### src/rtl/icache_responder.sv
// icache_responder
// Direct-mapped instruction cache sitting between the fetch stage and the
// external instruction memory. A hit returns the instruction word in the same
// cycle. A miss raises stall and then refills the whole line from backing
// memory using a req/ack handshake, one word per ack, in order 0..LINE_WORDS-1.
//
// Ports
//   clock      rising-edge clock
//   reset      synchronous, active-high reset
//   if_PC      fetch address (bits [1:0] ignored)
//   flush      invalidate all lines; aborts an in-flight refill
//   if_instr   instruction word for if_PC, valid when stall = 0
//   stall      miss / refill / flush in progress; fetch holds if_PC
//   mem_req    backing-memory word read request
//   mem_addr   word-aligned read address
//   mem_ack    memory returns mem_rdata for mem_addr this cycle
//   mem_rdata  read data, sampled when mem_req & mem_ack
module icache_responder #(
  parameter int unsigned INDEX_BITS = 4,
  parameter int unsigned OFF_BITS   = 2
) (
  input  logic        clock,
  input  logic        reset,
  input  logic [31:0] if_PC,
  input  logic        flush,
  output logic [31:0] if_instr,
  output logic        stall,
  output logic        mem_req,
  output logic [31:0] mem_addr,
  input  logic        mem_ack,
  input  logic [31:0] mem_rdata
);

  localparam int unsigned LINES      = 1 << INDEX_BITS;
  localparam int unsigned LINE_WORDS = 1 << OFF_BITS;
  localparam int unsigned TAG_BITS   = 32 - INDEX_BITS - OFF_BITS - 2;
  localparam logic [OFF_BITS-1:0] LAST_WORD = OFF_BITS'(LINE_WORDS - 1);

  typedef enum logic {IDLE, REFILL} state_t;

  state_t                state;
  logic [LINES-1:0]      valid;
  logic [TAG_BITS-1:0]   tag_mem  [LINES];
  logic [31:0]           data_mem [LINES][LINE_WORDS];

  logic [TAG_BITS-1:0]   miss_tag;
  logic [INDEX_BITS-1:0] miss_index;
  logic [OFF_BITS-1:0]   word_cnt;
  logic [OFF_BITS-1:0]   next_word;

  logic [OFF_BITS-1:0]   pc_word;
  logic [INDEX_BITS-1:0] pc_index;
  logic [TAG_BITS-1:0]   pc_tag;
  logic                  hit;
  logic                  unused_pc_bits;

  assign pc_word        = if_PC[OFF_BITS+1:2];
  assign pc_index       = if_PC[OFF_BITS+INDEX_BITS+1:OFF_BITS+2];
  assign pc_tag         = if_PC[31:OFF_BITS+INDEX_BITS+2];
  assign unused_pc_bits = ^if_PC[1:0];

  assign hit       = valid[pc_index] && (tag_mem[pc_index] == pc_tag);
  assign next_word = word_cnt + 1'b1;

  // Outputs are forced quiet while reset is held, independent of state.
  always_comb begin
    stall    = 1'b0;
    if_instr = '0;
    if (!reset) begin
      if (state == REFILL || flush || !hit) begin
        stall = 1'b1;
      end else begin
        if_instr = data_mem[pc_index][pc_word];
      end
    end
  end

  // Control FSM with registered memory-side outputs.
  always_ff @(posedge clock) begin
    if (reset) begin
      state      <= IDLE;
      valid      <= '0;
      word_cnt   <= '0;
      mem_req    <= 1'b0;
      mem_addr   <= '0;
      miss_tag   <= '0;
      miss_index <= '0;
    end else begin
      if (flush) begin
        valid <= '0;
      end
      case (state)
        IDLE: begin
          if (!hit && !flush) begin
            state      <= REFILL;
            miss_tag   <= pc_tag;
            miss_index <= pc_index;
            word_cnt   <= '0;
            mem_req    <= 1'b1;
            mem_addr   <= {pc_tag, pc_index, {OFF_BITS{1'b0}}, 2'b00};
          end
        end
        REFILL: begin
          // Flush has priority over the last-word ack, so an aborted line
          // is never validated.
          if (flush) begin
            state    <= IDLE;
            mem_req  <= 1'b0;
            word_cnt <= '0;
          end else if (mem_ack) begin
            if (word_cnt == LAST_WORD) begin
              valid[miss_index] <= 1'b1;
              state             <= IDLE;
              mem_req           <= 1'b0;
              word_cnt          <= '0;
            end else begin
              word_cnt <= next_word;
              mem_addr <= {miss_tag, miss_index, next_word, 2'b00};
            end
          end
        end
        default: state <= IDLE;
      endcase
    end
  end

  // Data and tag arrays carry no reset; a line is only usable once valid.
  always_ff @(posedge clock) begin
    if (!reset && state == REFILL && mem_ack) begin
      data_mem[miss_index][word_cnt] <= mem_rdata;
      if (word_cnt == LAST_WORD && !flush) begin
        tag_mem[miss_index] <= miss_tag;
      end
    end
  end

endmodule
### config.mk
export PLATFORM = sky130hd
export DESIGN_NAME = icache_responder
export DESIGN_NICKNAME = d
export VERILOG_FILES = /design/src/rtl/icache_responder.sv
export SDC_FILE = /design/constraint.sdc
export NUM_CORES = 2
export LEC_CHECK = 0
export CAP_MARGIN = 10
export CORE_UTILIZATION = 55
export DETAILED_ROUTE_END_ITERATION = 10
export GPL_TIMING_DRIVEN = 1
export PLACE_DENSITY = 0.74
export SLEW_MARGIN = 10
export SYNTH_ARGS = -nofsm -noshare
export SYNTH_HDL_FRONTEND = slang
export SYNTH_SLANG_ARGS = --single-unit
### constraint.sdc
create_clock -name clock -period 14.05 [get_ports clock]
set_clock_uncertainty 0.1 [all_clocks]
set_input_delay 2.81 -clock clock [delete_from_list [all_inputs] [get_ports clock]]
set_output_delay 2.81 -clock clock [all_outputs]
set_load 0.005 [all_outputs]
After elaboration in Yosys (flattened, before gate mapping) --
Memory sizes are Yosys's and may differ from the RTL's. Index checks and enable logic that the tools add are counted.
Storage, ports and cells: register bits 80, latch bits 0, bits in writable memories 2432, memory bits (read-only) 0, input port bits 68, output and inout bits 66, word-level logic and storage cells 88, memories 2
Operators by class: $add $sub $neg 1, multiply operators 0, div/mod/pow operators 0, magnitude comparators 6, eq/ne operators 8, shift-type cells 0, multiplexer cells 44, bitwise operators 4, reductions and logical operators 16
Memory list:
- data_mem | depth 16, width 128, read ports 1, clocked after Yosys merged registers in 0, write ports 1, RTL line 44 | logic [31:0] data_mem [LINES][LINE_WORDS];
- tag_mem | depth 16, width 24, read ports 1, clocked after Yosys merged registers in 0, write ports 1, RTL line 43 | logic [TAG_BITS-1:0] tag_mem [LINES];
Operators with widths (number):
- 2-to-1 mux 32 bit | 9
- 2-to-1 mux 128 bit | 1
- 2-to-1 mux 16 bit | 6
- binary-select mux 32 bit (select 2 bit) | 1
- demux 32 bit (select 2 bit) | 1
- case mux 32 bit (2 select lines) | 1
- == test 24 bit | 1
- 2-to-1 mux 1 bit | 16
- OR 16 bit | 1
- less-than comparator 4 x 5 -> 1 bit, second input constant | 2
- 2-to-1 mux 2 bit | 4
- inequality test 2 bit, second input constant | 4
- logical AND 1 bit | 7
- greater-or-equal comparator 3 bit, second input constant | 2
- NOT 2 -> 3 bit | 2
- binary-select mux 1 bit (select 4 bit) | 1
- demux 1 bit (select 4 bit) | 1
- greater-or-equal comparator 4 x 1 -> 1 bit, second input constant | 1
- case mux 1 bit (2 select lines) | 2
- case mux 2 bit (2 select lines) | 1
- AND reduction 2 bit | 2
- AND reduction 4 bit | 1
- zero test 1 bit | 3
- less-than comparator 3 x 1 -> 1 bit, second input constant | 1
- 7 further kinds | 8

Logic depth before layout (Yosys ltp) --
depth in word-level cells 9, depth in mapped cells 16, mapped depth without buffers 9

Worst setup path before layout --
No wires, ideal clock.
path type in2out, from input port if_PC[5], to output port if_instr[13], arrival time 5905 ps, required time 11140 ps, setup slack 5235 ps, stages on the path 12, cell sequence buf_6 -> buf_8 -> buf_6 -> buf_6 -> buf_6 -> clkbuf_1 -> buf_1 -> buf_1 -> mux4_2 -> mux4_2 -> mux4_2 -> nor2b_1
Between the ends: word-level cells in the longest chain between the ends 7
RTL lines:
- from (decl) | RTL line 24 | input logic [31:0] if_PC,
- memory (16 x 24 bit) or binary-select mux 1 bit (select 4 bit) (tied branches)
- == test 24 bit or 2-to-1 mux 1 bit (tied branches) | RTL line 62 | assign hit = valid[pc_index] && (tag_mem[pc_index] == pc_tag);
- logical AND 1 bit | RTL line 62
- zero test 1 bit | RTL line 70 | if (state == REFILL || flush || !hit) begin
- logical OR 1 bit | RTL line 70
- 2-to-1 mux 32 bit * | RTL line 70
- 2-to-1 mux 32 bit * | RTL line 69 | if (!reset) begin
- to (decl) | RTL line 26 | output logic [31:0] if_instr,
Mark *: on every way between the ends. The rest lies on a longest branch, timed or not. The select of a mux whose other input is x is not followed.

Worst setup path after layout --
from input port if_PC[6], to output port if_instr[31]
The elaborated chain is that of the path after synthesis.

==> flow_metrics.py <==
metrics = {
    "finish": {
        "final_area_mm2": 0.109,
        "drive_above_1_share_pct": 29.0,
        "nets": 4464,
        "syn2layout_area_growth_pct": 12.8,
    },
    "route": {
        "drtPass1Iterations": 6,
        "drtIter0Drc": 6823,
        "wl_per_cell_um": 35.3,
        "avgViaCountPerCell": 6.78,
        "drc": 0,
        "final_antenna_net_count": 0,
        "wl_um": 244000,
        "dr_total_vias": 46934,
    },
    "timing": {
        "final.min_clock_period_ns": 10.75,
        "setup_tns_ns": 0,
        "grt_setup_unrepaired": "false",
        "slew_viol_final": 0,
        "slew-limit-headroom_pct": 13.3,
        "fmax_ghz": 0.0930,
        "setup_viol": 0,
        "hold_violations": 0,
        "tightest_slew_ns": 1.30,
        "period_share_pct": 76.5,
    },
    "worst_setup_path": {
        "worstSetupPathDepth": 12,
        "cp.buffers_inverters": 4,
        "critPathRequiredTime_ns": 11.14,
        "crit_family": "buffers and inverters",
        "cp-end-kind": "output pin",
        "crit_path_max_fanout": 90,
        "crit_type": "primary input to output pin",
        "rr_startpoint": "tag_mem[1][15]$_DFFE_PP_",
        "cp_data_arrival_time_ns": 7.84,
        "crit_chain": "buf_8, clkinv_1, a2111oi_0, nor4_1, o31ai_1, nand4_1, nor2_1, and4_1, nand3_2, buf_4, nor2b_1, clkdlybuf4s50_1",
        "cp_slowest_cell": "clkinv_1",
        "cp-start-kind": "primary input",
        "critical_path.startpoint": "if_PC[6]",
        "worst_path_largest_cell_delay_ns": 1.02,
        "reg2reg_depth": 10,
    },
    "grt": {
        "grt_pass1_wl_um": 347000,
        "overflow": 0,
        "grt_pass1_vias": 47687,
        "grt_usage_pct": 27.7,
        "grt_max_degree": 134,
        "antenna_found_initial": 13,
    },
    "logic_synthesis": {
        "synth_area_per_cell_um2": 23.2,
        "synthTopCellsByArea": "edfxtp_1 (75%), mux4_2 (17%), dfxtp_1 (1.6%), mux2i_1 (0.71%), clkbuf_1 (0.54%)",
        "synth_xor_area_share_pct": 0.190,
        "synthMuxAreaShare_pct": 18.2,
        "synth-async-reset-ratio_pct": 0,
        "synthSimpleGateAreaFrac_pct": 1.76,
        "yosysWarningCount": 0,
        "yosysTopAreaCellShare_pct": 75.5,
        "synth_edf_count": 2432,
        "synth_ff_type": "edfxtp_1",
        "synth_area_leader_cell": "edfxtp_1",
        "synth_commonest_cells": "edfxtp_1 (2,432), mux4_2 (746), clkbuf_1 (138)",
        "syn_inst": 4168,
        "synth.most_common_cell": "edfxtp_1",
        "synth_cell_types": 66,
        "synth-seq-area-share_pct": 77.1,
        "synth_compound_area_share_pct": 1.38,
        "ys_ff_latch": 2510,
        "synth_top_family_by_area": "multiplexers",
        "synth_area_mm2": 0.0968,
        "synth-adder-area-share_pct": 0.0517,
    },
    "place": {
        "place_hpwl_um": 121000,
        "placed_area_mm2": 0.101,
        "gp_congestion": 0.797,
        "io_buffers": 129,
    },
    "clock_network": {
        "clockBufferDepth": 3,
        "clock_sinks": 2510,
        "cts_tree": "done",
        "cts_resized": 0,
        "cts_hold_buf": 0,
        "cts-root-buf": "clkbuf_16",
        "cts_buffers": 233,
        "post_cts_buffers": 0,
        "clkSlewWorstSetupHoldPaths_ns": 0.06,
        "cts_htree_levels": 4,
        "clk_latency_ns": 0.87,
    },
    "power": {
        "irDropWorstVdd_uv": 120,
        "cellLeakagePower_uw": 0.0337,
        "power_uw": 15500,
        "powerDensity_mw_per_mm2": 142,
    },
    "floorplanning": {
        "io-pin-count": 134,
        "dieWidth_um": 421,
        "die_y_um": 421,
        "dieArea_mm2": 0.178,
        "fp-row-count": 153,
        "coreArea_mm2": 0.174,
        "initial_core_util_pct": 55.5,
    },
    "flow_run": {
        "maxCapViolations": 0,
    },
    "min_path": {
        "hold_path.class": "flop to flop",
        "min_from": "valid[15]$_SDFF_PP0_",
        "min_path_cells": 2,
    },
    "run_status": {
        "status": "finished, final reports clean",
    },
}
==> through the flow <==
step                util [%]  setup slack [ns]  hold slack [ns]  cells
global placement        58.0              3.48            0.356   6482
global route            62.6              3.01            0.383   6926
CTS                     62.6              3.38            0.369   6921
detailed placement      58.0              3.43            0.360   6482
floorplan                  -              5.24            0.342   4169
finish                  62.6              3.30            0.366   6927
==> cell usage in the layout (no fill, tap or decap), types with 28 or more instances in the layout <==
master / count
a21oi_1: 48
a221oi_1: 34
a311oi_1: 28
and2_1: 30
buf_2: 34
buf_4: 95
bufinv_16: 37
clkbuf_1: 41
clkbuf_16: 238
clkdlybuf4s50_1: 90
clkinv_1: 51
clkinv_2: 43
dfxtp_1: 78
edfxtp_1: 2432
inv_1: 37
mux2i_1: 69
mux4_2: 746
nand2_1: 61
nand3_1: 43
nor2_4: 80
nor2b_1: 44
==> metal layers <==
layer,up-vias,share of wire (%),global-route usage [%]
met1,24798,36,37.5
met4,8,4.2,10.3
li1,18273,-,-
met3,582,11,6.05
met5,-,0.019,0
met2,3273,49,44.7
==> kinds of logic (layout without fill, tap and decap cells) <==
group	Yosys count	in the layout
other	1	8
muxes	823	823
and+or+nand+nor	344	344
DFF	2510	2510
xor gates and xnor gates	21	21
buffers and inverters	282	709
AOI/OAI and AO/OA	183	183
adders and majority gates	4	4
==> worst min-delay path: cells and delay by family (launching register included) <==
family	cells	cell delay [ns]
AND/OR/NAND/NOR	1	0.06
AO/OA/AOI/OAI	1	0.06
flip-flops	1	0.31
==> state kept, by name, summed over array words and instances, names as in the netlist <==
signal      flops
data_mem     2048
tag_mem       384
mem_addr       30
miss_tag       24
valid          16
miss_index      4
word_cnt        2
mem_req         1
state           1
==> final cells by class <==
cell class	count	area, um2
Multi-Input combinational cell	1377	21500
Timing Repair Buffer	231	2000
Sequential cell	2510	74600
Tap cell	2325	2910
Fill cell	11113	65300
Clock buffer	282	6150
Antenna cell	6	15.0
Clock inverter	157	1840
Inverter	39	146
==> final timing paths <==
kind         slack, ns                        to
max               3.30              if_instr[31]
min               0.37      valid[15]$_SDFF_PP0_
max reg2reg       9.14  mem_addr[6]$_SDFFE_PP0P_
min reg2reg       0.37      valid[15]$_SDFF_PP0_
==> power by group <==
part / leakage (uW) / switching [uW] / internal (uW)
sequential: 0.0225 / 23.5 / 8220
combinational: 0.00726 / 395 / 295
clock: 0.00388 / 2780 / 3800
(Power assumes the default switching activity.)
